===== src/rtl/parallel_hps_send_pkg.sv =====
`default_nettype none
// +----------------------------------------------------------------------------+
// | parallel_hps_send_pkg                                                      |
// | Shared widths and FSM state type for the HPS parallel word sender.         |
// | Revision: 1.0                                                              |
// +----------------------------------------------------------------------------+
package parallel_hps_send_pkg;

    localparam int PAYLOAD_W = 31;
    localparam int SEQ_BIT   = 31;
    localparam int CNT_W     = 16;

    typedef enum logic [1:0] {
        ALIGN    = 2'd0,
        IDLE     = 2'd1,
        WAIT_ACK = 2'd2
    } state_t;

endpackage
`default_nettype wire


===== src/rtl/parallel_hps_send_fifo.sv =====
`default_nettype none
// +----------------------------------------------------------------------------+
// | parallel_hps_send_fifo                                                     |
// | Synchronous FIFO with a registered read port that always holds the head.   |
// | Revision: 1.0                                                              |
// +----------------------------------------------------------------------------+
module parallel_hps_send_fifo #(
    parameter int DEPTH     = 8,
    parameter int PAYLOAD_W = parallel_hps_send_pkg::PAYLOAD_W
) (
    input  logic                       clk,
    input  logic                       rst,
    input  logic                       i_wr_en,
    input  logic [PAYLOAD_W-1:0]       i_wr_data,
    input  logic                       i_rd_en,
    output logic [PAYLOAD_W-1:0]       o_rd_data,
    output logic                       o_full,
    output logic                       o_empty,
    output logic [$clog2(DEPTH):0]     o_level
);

    localparam int AW    = $clog2(DEPTH);
    localparam int LVL_W = AW + 1;

    if ((DEPTH < 2) || ((DEPTH & (DEPTH - 1)) != 0)) begin : g_depth_chk
        $error("DEPTH must be a power of two and at least 2");
    end

    logic [PAYLOAD_W-1:0] r_mem [DEPTH];
    logic [AW-1:0]        r_wr_ptr;
    logic [AW-1:0]        r_rd_ptr;
    logic [LVL_W-1:0]     r_count;
    logic [PAYLOAD_W-1:0] r_rd_data;
    logic                 w_push;
    logic                 w_pop;
    logic [AW-1:0]        w_rd_ptr_nxt;

    assign o_full       = (r_count == LVL_W'(DEPTH));
    assign o_empty      = (r_count == '0);
    assign o_level      = r_count;
    assign o_rd_data    = r_rd_data;
    assign w_push       = i_wr_en & ~o_full;
    assign w_pop        = i_rd_en & ~o_empty;
    assign w_rd_ptr_nxt = r_rd_ptr + AW'(w_pop);

    always_ff @(posedge clk) begin
        if (w_push) begin
            r_mem[r_wr_ptr] <= i_wr_data;
        end
    end

    // The read register tracks the slot the head will occupy after this edge,
    // bypassing the write data when that slot is being written right now.
    always_ff @(posedge clk) begin
        if (rst) begin
            r_wr_ptr  <= '0;
            r_rd_ptr  <= '0;
            r_count   <= '0;
            r_rd_data <= '0;
        end else begin
            if (w_push) begin
                r_wr_ptr <= r_wr_ptr + AW'(1);
            end
            r_rd_ptr <= w_rd_ptr_nxt;
            case ({w_push, w_pop})
                2'b10:   r_count <= r_count + LVL_W'(1);
                2'b01:   r_count <= r_count - LVL_W'(1);
                default: r_count <= r_count;
            endcase
            if (w_push && (r_wr_ptr == w_rd_ptr_nxt)) begin
                r_rd_data <= i_wr_data;
            end else begin
                r_rd_data <= r_mem[w_rd_ptr_nxt];
            end
        end
    end

endmodule
`default_nettype wire


===== src/rtl/parallel_hps_word_sender.sv =====
`default_nettype none
// +----------------------------------------------------------------------------+
// | parallel_hps_word_sender                                                   |
// | Presents queued 31-bit words to the HPS PIO with a toggle-bit handshake.   |
// | Optional ack timeout flag: define PHS_SEND_TIMEOUT_EN.                     |
// | Revision: 1.0                                                              |
// +----------------------------------------------------------------------------+
module parallel_hps_word_sender
    import parallel_hps_send_pkg::*;
#(
    parameter int DEPTH          = 8,
    parameter int TIMEOUT_CYCLES = 1024
) (
    input  logic                 clk_clk,
    input  logic                 reset_reset,
    input  logic [PAYLOAD_W-1:0] in_data,
    input  logic                 in_valid,
    output logic                 in_ready,
    output logic [SEQ_BIT:0]     parallel_input_export,
    input  logic                 hps_valid_export,
    output logic                 busy,
    output logic [CNT_W-1:0]     words_sent,
    output logic                 timeout_err
);

    localparam int LVL_W = $clog2(DEPTH) + 1;

    if (TIMEOUT_CYCLES < 2) begin : g_timeout_chk
        $error("TIMEOUT_CYCLES must be at least 2");
    end

    state_t               r_state;
    state_t               w_state_nxt;
    logic                 w_pop;
    logic                 w_ack_done;
    logic                 w_full;
    logic                 w_empty;
    logic [LVL_W-1:0]     w_level;
    logic [PAYLOAD_W-1:0] w_head;
    logic                 r_ack_q;
    logic                 r_ack_primed;
    logic [SEQ_BIT:0]     r_out;
    logic [CNT_W-1:0]     r_words_sent;
    logic                 w_seq;
    logic                 w_ack_match;
    logic                 w_unused_level;

    parallel_hps_send_fifo #(
        .DEPTH     (DEPTH),
        .PAYLOAD_W (PAYLOAD_W)
    ) u_fifo (
        .clk       (clk_clk),
        .rst       (reset_reset),
        .i_wr_en   (in_valid),
        .i_wr_data (in_data),
        .i_rd_en   (w_pop),
        .o_rd_data (w_head),
        .o_full    (w_full),
        .o_empty   (w_empty),
        .o_level   (w_level)
    );

    assign w_unused_level        = ^w_level;
    assign w_seq                 = r_out[SEQ_BIT];
    assign w_ack_match           = (r_ack_q == w_seq);
    assign in_ready              = ~w_full;
    assign parallel_input_export = r_out;
    assign busy                  = (r_state != IDLE);
    assign words_sent            = r_words_sent;

    always_ff @(posedge clk_clk) begin
        if (reset_reset) begin
            r_state <= ALIGN;
        end else begin
            r_state <= w_state_nxt;
        end
    end

    // ALIGN waits one cycle for ack_q to hold a real sample of the HPS PIO,
    // so a valid bit left high by a previous run is not mistaken for a match.
    always_comb begin
        w_state_nxt = r_state;
        w_pop       = 1'b0;
        w_ack_done  = 1'b0;
        case (r_state)
            ALIGN: begin
                if (r_ack_primed && w_ack_match) begin
                    w_state_nxt = IDLE;
                end
            end
            IDLE: begin
                if (!w_empty) begin
                    w_pop       = 1'b1;
                    w_state_nxt = WAIT_ACK;
                end
            end
            WAIT_ACK: begin
                if (w_ack_match) begin
                    w_ack_done  = 1'b1;
                    w_state_nxt = IDLE;
                end
            end
            default: w_state_nxt = ALIGN;
        endcase
    end

    always_ff @(posedge clk_clk) begin
        if (reset_reset) begin
            r_ack_q      <= 1'b0;
            r_ack_primed <= 1'b0;
            r_out        <= '0;
            r_words_sent <= '0;
        end else begin
            r_ack_q      <= hps_valid_export;
            r_ack_primed <= 1'b1;
            if (w_pop) begin
                r_out <= {~w_seq, w_head};
            end
            if (w_ack_done) begin
                r_words_sent <= r_words_sent + CNT_W'(1);
            end
        end
    end

`ifdef PHS_SEND_TIMEOUT_EN
    localparam int TO_W = $clog2(TIMEOUT_CYCLES);

    logic [TO_W-1:0] r_to_cnt;
    logic            r_timeout_err;

    // The counter saturates at the threshold; the word stays presented.
    always_ff @(posedge clk_clk) begin
        if (reset_reset) begin
            r_to_cnt      <= '0;
            r_timeout_err <= 1'b0;
        end else if (w_pop) begin
            r_to_cnt <= '0;
        end else if (r_state == WAIT_ACK) begin
            if (r_to_cnt == TO_W'(TIMEOUT_CYCLES - 1)) begin
                r_timeout_err <= 1'b1;
            end else begin
                r_to_cnt <= r_to_cnt + TO_W'(1);
            end
        end
    end

    assign timeout_err = r_timeout_err;
`else
    assign timeout_err = 1'b0;
`endif

endmodule
`default_nettype wire


===== config.mk =====
export PLATFORM = sky130hd
export DESIGN_NAME = parallel_hps_word_sender
export DESIGN_NICKNAME = d
export VERILOG_FILES = /design/src/rtl/parallel_hps_send_pkg.sv /design/src/rtl/parallel_hps_send_fifo.sv /design/src/rtl/parallel_hps_word_sender.sv
export SDC_FILE = /design/constraint.sdc
export NUM_CORES = 1
export LEC_CHECK = 0
export BUFFER_PORTS_ARGS = -buffer_cell sky130_fd_sc_hd__clkbuf_2
export CAP_MARGIN = 20
export CELL_PAD_IN_SITES_DETAIL_PLACEMENT = 1
export CELL_PAD_IN_SITES_GLOBAL_PLACEMENT = 1
export CORE_MARGIN = 2
export CORE_UTILIZATION = 38
export CTS_CLUSTER_DIAMETER = 40
export DETAILED_ROUTE_END_ITERATION = 12
export PLACE_DENSITY = 0.71
export RECOVER_POWER = 25
export SLEW_MARGIN = 20
export SYNTH_ARGS = -nofsm -noshare
export SYNTH_HDL_FRONTEND = slang
export SYNTH_HIERARCHICAL = 1
export SYNTH_SLANG_ARGS = --single-unit

===== constraint.sdc =====
create_clock -name clk_clk -period 6.1 [get_ports clk_clk]
set_input_delay 1.22 -clock clk_clk [delete_from_list [all_inputs] [get_ports clk_clk]]
set_output_delay 1.22 -clock clk_clk [all_outputs]
set_load 0.1 [all_outputs]

**Yosys cells after proc, flatten, opt, wreduce, memory -nomap -nowiden**

Memory sizes are Yosys's and may differ from the RTL's. A register that Yosys moved wholly into a read port is not among the register bits.
Index checks and enable logic that the tools add are counted.
Widths: inputs -> output; s select.

- $add $sub $neg: 5
- Mux-type cells: 12
- Bitwise operators: 5
- Equality and inequality tests: 10
- Reductions and logical operators: 5

Operators by type and width:

| kind | count |
|---|---|
| $add 16x1->16 const B | 1 |
| $pmux 4 s2 | 1 |
| $mux 1 | 7 |
| $mux 2 | 3 |
| $ne 2x2->1 const B | 3 |
| $pmux 2 s3 | 1 |
| $add 4x1->4 const B | 1 |
| $eq 2x1->1 const B | 2 |
| $eq 2x2->1 const B | 2 |
| $eq 4x4->1 const B | 1 |
| $logic_not 4->1 | 1 |
| $sub 4x1->4 const B | 1 |
| $add 3x1->3 | 1 |
| $add 3x1->3 const B | 1 |
| $not 1->1 | 3 |
| $reduce_and 3->1 | 1 |
| $and 1x1->1 | 2 |
| $logic_not 2->1 | 1 |
| $ne 2x1->1 const B | 1 |
| $reduce_bool 2->1 | 1 |
| $eq 1x1->1 | 1 |
| $logic_and 1x1->1 | 1 |

- Memories kept: 1
- Bits in writable memories: 248
- Register bits after elaboration: 62
- Input bits: 35
- Output and inout bits: 51
- Logic and storage cells: 46

Memory list:

| name | words | width | read ports | clocked after memory_dff | write ports | RTL line | source |
|---|---|---|---|---|---|---|---|
| u_fifo.r_mem | 8 | 31 | 1 | 1 | 1 | parallel_hps_send_fifo.sv:29 | `logic [PAYLOAD_W-1:0] r_mem [DEPTH];` |

**Logic depth before layout (Yosys ltp)**

Gate-level depths: netlist of the first run.

- Word-level depth: 6
- Mapped depth: 16
- Gate-level depth less buffers: 11

**By module**

Netlist of the first run, hierarchy kept.

Modules (own cells, without submodules):

| module | cells an instance | instances | area an instance (µm²) |
|---|---|---|---|
| parallel_hps_send_fifo | 618 | 1 | 11330.9 |
| parallel_hps_word_sender | 245 | 1 | 2011.9 |

**Least setup slack after synthesis of the first run**

OpenSTA, ideal clock, no wires.

- Kind: input -> register
- Start: in in_valid
- End: mem u_fifo.r_mem[0][0], enable pin
- Cell stages on the path: 4
- Arrival time: 4.565 ns
- Slack: 1.038 ns
- Data required time: 5.603 ns
- Library setup time: 0.497 ns
- Path through: and2_4 inv_4 buf_4 nor4_1

- Cells in the longest elaborated chain, start to end: 3

Ends and longest elaborated chain:

| element | RTL line | source |
|---|---|---|
| from (decl) | parallel_hps_word_sender.sv:17 | `input logic in_valid,` |
| $and 1x1->1 | parallel_hps_send_fifo.sv:42 | `assign w_push = i_wr_en & ~o_full;` |
| $mux 1 | parallel_hps_send_fifo.sv:47 | `if (w_push) begin` |
| $mux 1 (not written as such) | parallel_hps_send_fifo.sv:48 | `r_mem[r_wr_ptr] <= i_wr_data;` |
| to (decl) | parallel_hps_send_fifo.sv:29 |  |

Every way passes these cells.

**Worst setup path after layout of the first run**

- Start: reg u_fifo.r_count[0] (netlist: u_fifo/o_level[0])
- End: reg u_fifo.r_rd_data[12] (netlist: u_fifo/o_rd_data[12]), read port of u_fifo.r_mem

- Cells in the longest elaborated chain, start to end: 5
- Elaborated cells on any way between the ends: 6
- Classes of those cells: add/sub: 1; mux: 2; bitwise: 2; reduce/logical: 1

Ends and longest elaborated chain:

| element | RTL line | source |
|---|---|---|
| from (decl) | parallel_hps_send_fifo.sv:32 | `logic [LVL_W-1:0] r_count;` |
| from (signal assigned) | parallel_hps_send_fifo.sv:66 | `2'b10: r_count <= r_count + LVL_W'(1);` |
| from (signal assigned) | parallel_hps_send_fifo.sv:67 | `2'b01: r_count <= r_count - LVL_W'(1);` |
| from (signal assigned) | parallel_hps_send_fifo.sv:68 | `default: r_count <= r_count;` |
| $logic_not 4->1 * | parallel_hps_send_fifo.sv:39 | `assign o_empty = (r_count == '0);` |
| via w_empty | parallel_hps_word_sender.sv:37 | `logic w_empty;` |
| $mux 1 | parallel_hps_word_sender.sv:92 | `if (!w_empty) begin` |
| $mux 1 | parallel_hps_word_sender.sv:85 | `case (r_state)` |
| $and 1x1->1 * | parallel_hps_send_fifo.sv:43 | `assign w_pop = i_rd_en & ~o_empty;` |
| $add 3x1->3 * | parallel_hps_send_fifo.sv:44 | `assign w_rd_ptr_nxt = r_rd_ptr + AW'(w_pop);` |
| via u_fifo.w_rd_ptr_nxt[0] | parallel_hps_send_fifo.sv:36 | `logic [AW-1:0] w_rd_ptr_nxt;` |
| to (decl) | parallel_hps_send_fifo.sv:33 | `logic [PAYLOAD_W-1:0] r_rd_data;` |

Mark *: on every way through the listed nets, which the timed path passes. The rest lies on a longest branch.
A chain may end at the register's enable or synchronous reset.

==> results of run 1 <==
==> worst min-delay path by stage <==
stage,from,end,slack (ps),cells after the start
finish,u_fifo/o_rd_data[23],parallel_input_export[23],440,2
global route,u_fifo/o_rd_data[20],parallel_input_export[20],450,2
floorplan,u_fifo/o_rd_data[7],parallel_input_export[7],420,2
global placement,u_fifo/o_rd_data[23],parallel_input_export[23],430,2
CTS,u_fifo/o_rd_data[20],parallel_input_export[20],440,2
detailed placement,u_fifo/o_rd_data[23],parallel_input_export[23],430,2
==> per-layer routing <==
metal | vias up | global-route usage | wire length [µm]
li1 | 3511 | - | -
met1 | 3992 | 0.232 | 13900
met2 | 198 | 0.293 | 15800
met3 | 73 | 0.0323 | 1470
met4 | 4 | 0.0760 | 1060
met5 | - | 0 | 24
==> logic make-up (layout without fill, tap and decap cells) <==
kind of cell,after synthesis,count (layout)
multiplexers,96,96
other,1,3
AND/OR/NAND/NOR,212,212
adder cells (fa/ha/maj),7,7
XOR/XNOR,21,21
flip-flops,341,341
buffers and inverters,64,195
AO/OA/AOI/OAI,121,121
==> layout make-up <==
| class | count | area share |
|---|---|---|
| tap | 455 | 0.0362 |
| timing repair buffer | 105 | 0.0360 |
| antenna | 2 | 0.000318 |
| clock buffer | 48 | 0.0730 |
| multi-input combinational | 458 | 0.240 |
| inverter | 8 | 0.00207 |
| sequential | 341 | 0.592 |
| clock inverter | 34 | 0.0205 |
==> synth_stat cells (all sizes together), types with 2 or more instances <==
library cell / instances / area (µm²)
or2: 2 / 12.5
nand4: 4 / 31.3
edfxtp: 248 / 7450
a311oi: 15 / 194
or4: 3 / 22.5
nand4b: 16 / 140
xnor2: 8 / 70.1
nand2: 103 / 389
a31o: 2 / 17.5
clkbuf: 23 / 86.3
or3: 7 / 55.1
a221o: 15 / 150
dfxtp: 93 / 1860
ha: 7 / 87.6
mux2: 17 / 191
nand3: 7 / 35.0
nor2b: 8 / 50.1
inv: 7 / 28.8
nor4: 4 / 25.0
nand2b: 6 / 37.5
o21ai: 6 / 30.0
xor2: 12 / 113
o2bb2ai: 15 / 131
nor3: 22 / 165
a21oi: 46 / 230
buf: 33 / 210
mux2i: 49 / 490
nand3b: 2 / 15.0
nor2: 22 / 90.1
mux4: 30 / 676
o31ai: 18 / 135
==> registers in the layout, summed over array words and instances (netlist names) <==
name,flops
r_ack_q,1
u_fifo/r_rd_ptr,3
r_state,2
parallel_input_export,32
u_fifo/r_wr_ptr,3
words_sent,16
r_ack_primed,1
u_fifo/o_rd_data,31
u_fifo/r_mem,248
u_fifo/o_level,4
==> worst max-delay path: stages (launching register included) <==
cell,delay (ps)
dfxtp_1,370
nor4_1,460
or2_2,210
clkinv_1,70
nor2b_1,180
ha_2,360
buf_4,530
xor2_1,190
or3_1,830
nor2_4,650
o31ai_1,200
==> where the power goes <==
group	switching [mW]	internal, mW
combinational	0.346	0.137
sequential	0.0414	2.58
clock	1.03	1.52
==> results.yml, run 1 <==
synthesis:
  ys_seq_area_frac: 0.698
  synth_mux_area_frac: 0.102
  synth-xor-area-share: 0.0155
  synth-edff-count: 248
  synth_top_family_by_area: "multiplexers"
  synth.avg_cell_area_um2: 15.5
  ys_async_sr_fraction: 0
  syn-num-nets: 905
  synth_area_mm2: 0.0133
  synthSimpleGateAreaFrac: 0.0847
  synth_adder_area_share: 0.00656
  synth.distinct_cells: 57
  ys.flop_type: "edfxtp_1"
  ys_warn_count: 6
  synth-compound-area-share: 0.0689
  netlist_instances: 863
  ys_ff_latch: 341
route:
  wl_um: 32300
  drc: 0
  post_drt_via_cell_ratio: 5.36
  drt_iter0_markers: 441
  vias: 7778
  first_pass_iters: 5
  ant_nets: 0
  wl_per_cell_um: 22.3
placed_design:
  placed_cell_area_mm2: 0.0143
  placed_cells: 1367
  gp_congestion: 0.745
  io_buffers: 84
  pre_cts_ws_ps: 1890
  hpwl_um: 18300
global_route:
  grt_pass1_vias: 8216
  gr-total-overflow: 0
  grt_start_max_net_pins: 65
  antenna_found_initial: 3
  grt_pass1_wl_um: 49400
  grt_usage: 0.178
sta:
  setup_viol: 0
  finalCritPeriodShare: 0.694
  worstMarginPinSlew_ps: 1110
  hold_violations: 0
  relSlewSlack: 0.262
  tns_ps: 0
  finalCriticalPeriod_ps: 4240
  hold_ws_ps: 439
  skew_ps: 18.5
  rsz0062_at_grt: "false"
  finalMaxSlewViolations: 0
  fin_ws_ps: 1860
  fmax_ghz: 0.236
floorplanning:
  start_util: 0.386
  die-width_um: 191
  dieArea_mm2: 0.0366
  die_y_um: 191
  rows: 68
  num_io_pins: 86
  core_mm2: 0.0345
cts:
  path_clk_slew_ps: 60
  h-tree-depth: 2
  cts_root_buf: "clkbuf_16"
  post_cts_buffers: 0
  ctsResizeCount: 0
  ctsHoldBuffers: 0
  clock_latency_ps: 550
  cts_inserted_buffers: 44
  cts_tree: "built"
  cts.sinks: 341
  ctsLongestPathBuffers: 3
cells_and_area:
  fin_area_mm2: 0.0157
  mostFrequentLayoutCells: "edfxtp_1, nand2_1, dfxtp_1"
  synthToLayoutAreaGrowth_pct: 17.8
  multiInputGateArea_mm2: 0.00377
  n_fill_cell: 3449
  final_common_cell: "edfxtp_1"
  regArea_mm2: 0.00931
  utilization: 0.455
  stdcell_count: 1451
  layout-drive-gt1-share: 0.255
  nets: 1000
flow_run:
  max_cap_viol_count: 0
setup_path:
  path_max_fanout: 36
  r2r-start: "u_fifo/o_level[0]"
  timing.rr.end: "u_fifo/o_rd_data[12]"
  crit_end: "u_fifo/o_rd_data[12]"
  ff2ff_path_depth: 10
  start_kind: "register"
  critPathCaptureType: "register"
  crit_type: "reg2reg"
  startpoint: "u_fifo/o_level[0]"
  rrSetupSlack_ps: 1860
  critPathRequiredTime_ps: 6500
  critical_path_arrival_ps: 4640
power_and_ir_drop:
  finalPower_mw: 5.66
  vdd_drop_max_uv: 194
  p_leak_nw: 5.12
  power_density_mw_per_mm2: 360
worst_hold_path:
  hold_path_class: "reg2reg"
status:
  outcome: "completed"
Note: power is estimated with default switching activity, not from simulation.
==> run 2: changes to the inputs <==
--- a/config.mk
+++ b/config.mk
@@ -5,6 +5,7 @@
 export SDC_FILE = /design/constraint.sdc
 export NUM_CORES = 1
 export LEC_CHECK = 0
+export ABC_AREA = 1
 export BUFFER_PORTS_ARGS = -buffer_cell sky130_fd_sc_hd__clkbuf_2
 export CAP_MARGIN = 20
 export CELL_PAD_IN_SITES_DETAIL_PLACEMENT = 1
@@ -13,7 +14,7 @@
 export CORE_UTILIZATION = 38
 export CTS_CLUSTER_DIAMETER = 40
 export DETAILED_ROUTE_END_ITERATION = 12
-export PLACE_DENSITY = 0.71
+export PLACE_DENSITY = 0.75
 export RECOVER_POWER = 25
 export SLEW_MARGIN = 20
 export SYNTH_ARGS = -nofsm -noshare
==> constraint.sdc (replaced) <==
create_clock -name clk_clk -period 4.3 [get_ports clk_clk]
set_input_delay 0.86 -clock clk_clk [delete_from_list [all_inputs] [get_ports clk_clk]]
set_output_delay 0.86 -clock clk_clk [all_outputs]
set_load 0.1 [all_outputs]
==> run 2 against run 1 <==
Net effect:
- worst setup slack worse by 1300 ps
- core utilization down 0.46 points
- sequential share of layout area down 2.8 points
- register-to-register slack worse by 1300 ps
- via count up 32%
- synthesized cell count up 67%
- first-iteration DRC count up 70%
- critical endpoint is now u_fifo/o_rd_data[15]
- largest cell class unchanged
==> results.yml, run 2 <==
sta:
  setup_viol: 0
  finalCritPeriodShare: 0.877
  rsz0062_at_grt: "false"
  worstMarginPinSlew_ps: 885
  relSlewSlack: 0.410
  skew_ps: 23.2
  finalCriticalPeriod_ps: 3770
  tns_ps: 0
  fmax_ghz: 0.265
  finalMaxSlewViolations: 0
  hold_violations: 0
setup_path:
  start_kind: "register"
  crit_type: "reg2reg"
  path_max_fanout: 54
  rrSetupSlack_ps: 530
  critPathRequiredTime_ps: 4740
  r2r-start: "u_fifo/o_level[0]"
  timing.rr.end: "u_fifo/o_rd_data[15]"
  ff2ff_path_depth: 16
  critPathCaptureType: "register"
  critical_path_arrival_ps: 4210
placed_design:
  io_buffers: 84
  gp_congestion: 0.854
  hpwl_um: 22300
  placed_cells: 1942
global_route:
  grt_pass1_wl_um: 59800
  gr-total-overflow: 0
  grt_pass1_vias: 10800
  grt_start_max_net_pins: 126
  antenna_found_initial: 2
  grt_usage: 0.198
synthesis:
  syn-num-nets: 1481
  ys_seq_area_frac: 0.660
  synth_common_cells: "nand2_1, edfxtp_1, nor2_1"
  synth-edff-count: 248
  ys.flop_type: "edfxtp_1"
  synth.distinct_cells: 34
  synth_area_mm2: 0.0141
  synthTopCellsByArea: "edfxtp_1, nand2_1, dfxtp_1"
  synth_most_common_cell: "nand2_1"
  ys_async_sr_fraction: 0
  ys_ff_latch: 341
  netlist_instances: 1439
  yosys.area.top_type: "edfxtp_1"
  synth.top_cell.area_share: 0.528
  synth.avg_cell_area_um2: 9.79
  ys_warn_count: 6
flow_run:
  max_cap_viol_count: 0
power_and_ir_drop:
  vdd_drop_max_uv: 385
  p_leak_nw: 6.56
  power_density_mw_per_mm2: 627
cells_and_area:
  stdcell_count: 2029
  mostFrequentLayoutCells: "nand2_1, edfxtp_1, nor2_1"
  utilization: 0.450
  layout-drive-gt1-share: 0.133
  regMostFlops: "u_fifo/r_mem"
  synthToLayoutAreaGrowth_pct: 17.0
  nets: 1564
  n_fill_cell: 4096
  largest_register_ffs: 248
  final_common_cell: "nand2_1"
route:
  wl_per_cell_um: 18.7
  drt_iter0_markers: 750
  drc: 0
  post_drt_via_cell_ratio: 5.06
  first_pass_iters: 4
  ant_nets: 0
  wl_um: 38000
  vias: 10300
cts:
  post_cts_buffers: 0
  h-tree-depth: 2
  cts.sinks: 341
  cts_tree: "built"
  cts_inserted_buffers: 46
  ctsHoldBuffers: 0
  path_clk_slew_ps: 60
  ctsLongestPathBuffers: 3
  clock_latency_ps: 560
  ctsResizeCount: 0
  cts_root_buf: "clkbuf_16"
floorplanning:
  dieArea_mm2: 0.0386
  rows: 70
  die-width_um: 197
  num_io_pins: 86
  die_y_um: 197
  core_mm2: 0.0366
  start_util: 0.385
status:
  outcome: "completed"
worst_hold_path:
  hold_depth: 2
  hold_path_class: "reg2reg"
  hold_start: "u_fifo/o_rd_data[15]"
  hold_end: "parallel_input_export[15]"
-- run 2: cell count changes in the layout (fill, tap and decap cells not counted), sizes merged, moves of 17 or more --
cell   change
nand3    +116
o31ai     -18
nor2     +118
o21ai     +53
mux2i     -49
nor3      -18
nand2    +417
mux2      -17
mux4      -30
inv      +104
-- run 2: final cells by class --
cell class                      count  area [µm²]  share of cell area
Antenna cell                        1        2.50            0.000152
Multi-Input combinational cell    917        4030               0.245
Inverter                          112         427              0.0259
Timing Repair Buffer              104         553              0.0335
Tap cell                          468         586              0.0355
Clock inverter                     31         353              0.0214
Sequential cell                   341        9310               0.565
Clock buffer                       55        1230              0.0744
-- run 2: kinds of logic (layout without fill, tap and decap cells) --
group | count (synthesis) | after routing | synth area share
buffers and inverters | 181 | 302 | 0.0587
adders and majority gates | 7 | 7 | 0.00621
xor gates and xnor gates | 4 | 4 | 0.00249
other | 1 | 2 | 0.000266
AOI/OAI and AO/OA | 108 | 108 | 0.0412
DFF | 341 | 341 | 0.660
and+or+nand+nor | 797 | 797 | 0.231
-- run 2: critical path, cell delays in order (launching register included) --
cell and delay [ps]:
dfxtp_1 360, nor4_1 470, or2_1 240, clkinv_4 280
inv_1 120, nor2_1 100, ha_4 200, ha_2 340
inv_2 180, nand2_1 120, nand2_1 70, nor2_2 110
nand2_2 100, nor2_8 620, nand2_1 160, nand2_1 110
nor2_1 40
-- run 2: layer usage --
metal	vias to the layer above	global-route usage	share of wire
li1	4881	-	-
met1	5103	0.258	0.45
met2	208	0.340	0.48
met3	63	0.0344	0.044
met4	2	0.0615	0.021
met5	-	0	0.00034
-- run 2: worst max path at each step --
stage	endpoint	slack (ps)	start
3_5_place_dp	u_fifo/o_rd_data[15]	540	u_fifo/o_level[0]
6_report	u_fifo/o_rd_data[15]	530	u_fifo/o_level[0]
5_1_grt	u_fifo/o_rd_data[9]	180	u_fifo/o_level[0]
2_1_floorplan	u_fifo/o_rd_data[0]	1280	r_state[0]
3_3_place_gp	u_fifo/o_rd_data[24]	660	u_fifo/o_level[0]
4_1_cts	u_fifo/o_rd_data[15]	540	u_fifo/o_level[0]
-- run 2: per-stage QoR --
stage | hold WS [ps] | worst slack [ps] | power, mW | cell area [µm²]
5_1_grt | 475 | 179 | 10.9 | 16500
3_5_place_dp | 438 | 537 | 6.55 | 14900
2_1_floorplan | 424 | 1280 | 5.92 | 14100
6_report | 445 | 529 | 10.3 | 16500
3_3_place_gp | 428 | 660 | 6.44 | 14900
4_1_cts | 443 | 541 | 10.4 | 16500
-- run 2: power by group --
group          internal, mW  total (mW)  switching, mW  leakage [nW]
clock network          2.33        3.85           1.52         0.757
registers              3.85        4.00          0.145          3.01
logic                 0.615        2.49           1.88          2.79
==> run 3: changes to the inputs <==
--- a/config.mk
+++ b/config.mk
@@ -5,7 +5,6 @@
 export SDC_FILE = /design/constraint.sdc
 export NUM_CORES = 1
 export LEC_CHECK = 0
-export ABC_AREA = 1
 export BUFFER_PORTS_ARGS = -buffer_cell sky130_fd_sc_hd__clkbuf_2
 export CAP_MARGIN = 20
 export CELL_PAD_IN_SITES_DETAIL_PLACEMENT = 1
@@ -14,7 +13,7 @@
 export CORE_UTILIZATION = 38
 export CTS_CLUSTER_DIAMETER = 40
 export DETAILED_ROUTE_END_ITERATION = 12
-export PLACE_DENSITY = 0.75
+export PLACE_DENSITY = 0.71
 export RECOVER_POWER = 25
 export SLEW_MARGIN = 20
 export SYNTH_ARGS = -nofsm -noshare
==> run 3 against run 2 <==
Net effect:
- routed wire length shrank 15%
- worst hold slack got worse by 4.5 ps
- total power is 21% lower
- die area down 5.2%
- clock-buffer cell count fell by 2
- via count shrank 24%
==> results.yml, run 3 (same netlist as run 1, synthesis figures left out) <==
status:
  outcome: "completed"
placed_design:
  pre_cts_ws_ps: 671
  io_buffers: 84
  placed_cells: 1377
  placed_cell_area_mm2: 0.0144
  gp_congestion: 0.745
  hpwl_um: 18700
floorplanning:
  rows: 68
  die_y_um: 191
  start_util: 0.386
  dieArea_mm2: 0.0366
  num_io_pins: 86
  core_mm2: 0.0345
  die-width_um: 191
global_route:
  gr-total-overflow: 0
  antenna_found_initial: 2
  grt_pass1_wl_um: 49900
  grt_start_max_net_pins: 84
  grt_pass1_vias: 8434
  grt_usage: 0.180
cells_and_area:
  layout-drive-gt1-share: 0.257
  n_antenna_cell: 0
  synthToLayoutAreaGrowth_pct: 19.1
  regMostFlops: "u_fifo/r_mem"
  nets: 1009
  stdcell_count: 1457
  mostFrequentLayoutCells: "edfxtp_1, nand2_1, dfxtp_1"
  n_fill_cell: 3457
  utilization: 0.460
  fin_area_mm2: 0.0159
  largest_register_ffs: 248
  final_common_cell: "edfxtp_1"
setup_path:
  crit_family: "simple AND/OR/NAND/NOR gates"
  critPathRequiredTime_ps: 4740
  path_max_fanout: 20
  cp.depth: 12
  critical_path_arrival_ps: 4100
  slowest_delay_ps: 540
  path_common_cell: "buf_4"
  critPathCaptureType: "register"
  ff2ff_path_depth: 12
  r2r-start: "u_fifo/o_level[1]"
  crit_chain: "nor4_1, buf_4, or2_2, clkinv_1, nor2b_1, ha_2, ha_1, xor2_4, buf_4, mux2i_1, a221o_1, o31ai_1"
  crit_type: "reg2reg"
  rrSetupSlack_ps: 650
  start_kind: "register"
  timing.rr.end: "u_fifo/o_rd_data[23]"
  startpoint: "u_fifo/o_level[1]"
  crit_buf_inv: 3
  crit_end: "u_fifo/o_rd_data[23]"
  slowest_stage: "xor2_4"
sta:
  setup_viol: 0
  finalCriticalPeriod_ps: 3650
  finalCritPeriodShare: 0.850
  worstMarginPinSlew_ps: 1010
  skew_ps: 22.4
  hold_violations: 0
  tns_ps: 0
  fin_ws_ps: 646
  rsz0062_at_grt: "false"
  hold_ws_ps: 440
  fmax_ghz: 0.274
  relSlewSlack: 0.328
  finalMaxSlewViolations: 0
route:
  first_pass_iters: 4
  drt_iter0_markers: 395
  ant_nets: 0
  drc: 0
  post_drt_via_cell_ratio: 5.36
  wl_um: 32300
  vias: 7807
  wl_per_cell_um: 22.2
power_and_ir_drop:
  vdd_drop_max_uv: 302
  p_leak_nw: 5.20
  power_density_mw_per_mm2: 515
  finalPower_mw: 8.18
cts:
  cts_tree: "built"
  path_clk_slew_ps: 60
  ctsLongestPathBuffers: 3
  ctsResizeCount: 0
  cts_root_buf: "clkbuf_16"
  cts.sinks: 341
  post_cts_buffers: 0
  cts_inserted_buffers: 43
  ctsHoldBuffers: 0
  h-tree-depth: 2
  clock_latency_ps: 550
worst_hold_path:
  hold_path_class: "reg2reg"
flow_run:
  max_cap_viol_count: 0
## run 3: cell types whose count changed in the layout (fill, tap and decap cells not counted), sizes merged, moves of 16 or more
cell	delta
nand2	-417
nor2	-118
nand3	-116
inv	-104
o21ai	-53
mux2i	+49
mux4	+30
nor3	+18
o31ai	+18
mux2	+17
nand4b	+16
## run 3: cell type report
| type | instances | area [µm²] | area share |
|---|---|---|---|
| sequential | 341 | 9310 | 0.586 |
| tap | 455 | 569 | 0.0358 |
| timing repair buffer | 115 | 677 | 0.0426 |
| inverter | 8 | 32.5 | 0.00205 |
| clock buffer | 53 | 1190 | 0.0747 |
| multi-input combinational | 458 | 3780 | 0.238 |
| clock inverter | 27 | 337 | 0.0212 |
## run 3: power by group
| part | internal, mW | switching, mW | total [mW] |
|---|---|---|---|
| registers | 3.66 | 0.0612 | 3.72 |
| clock network | 2.31 | 1.45 | 3.76 |
| logic | 0.207 | 0.492 | 0.699 |
| total | 6.18 | 2.01 | 8.18 |
## run 3: worst min-delay path by stage
stage / cells after the start / endpoint / slack (ps) / from
floorplan: 2 / parallel_input_export[7] / 420 / u_fifo/o_rd_data[7]
global placement: 2 / parallel_input_export[28] / 430 / u_fifo/o_rd_data[28]
detailed placement: 2 / parallel_input_export[24] / 430 / u_fifo/o_rd_data[24]
CTS: 2 / parallel_input_export[24] / 440 / u_fifo/o_rd_data[24]
global route: 2 / parallel_input_export[14] / 470 / u_fifo/o_rd_data[14]
finish: 2 / parallel_input_export[28] / 440 / u_fifo/o_rd_data[28]
## run 3: layer usage
| metal | vias to the layer above | routed length, µm | global-route usage |
|---|---|---|---|
| li1 | 3535 | - | - |
| met1 | 3995 | 14200 | 0.237 |
| met2 | 206 | 15500 | 0.297 |
| met3 | 67 | 1710 | 0.0364 |
| met4 | 4 | 868 | 0.0627 |
| met5 | - | 25 | 0 |
## run 3: worst min-delay path: stages (launching register included)
cell	delay, ps
dfxtp_1	300
nand2_1	50
a21oi_1	50
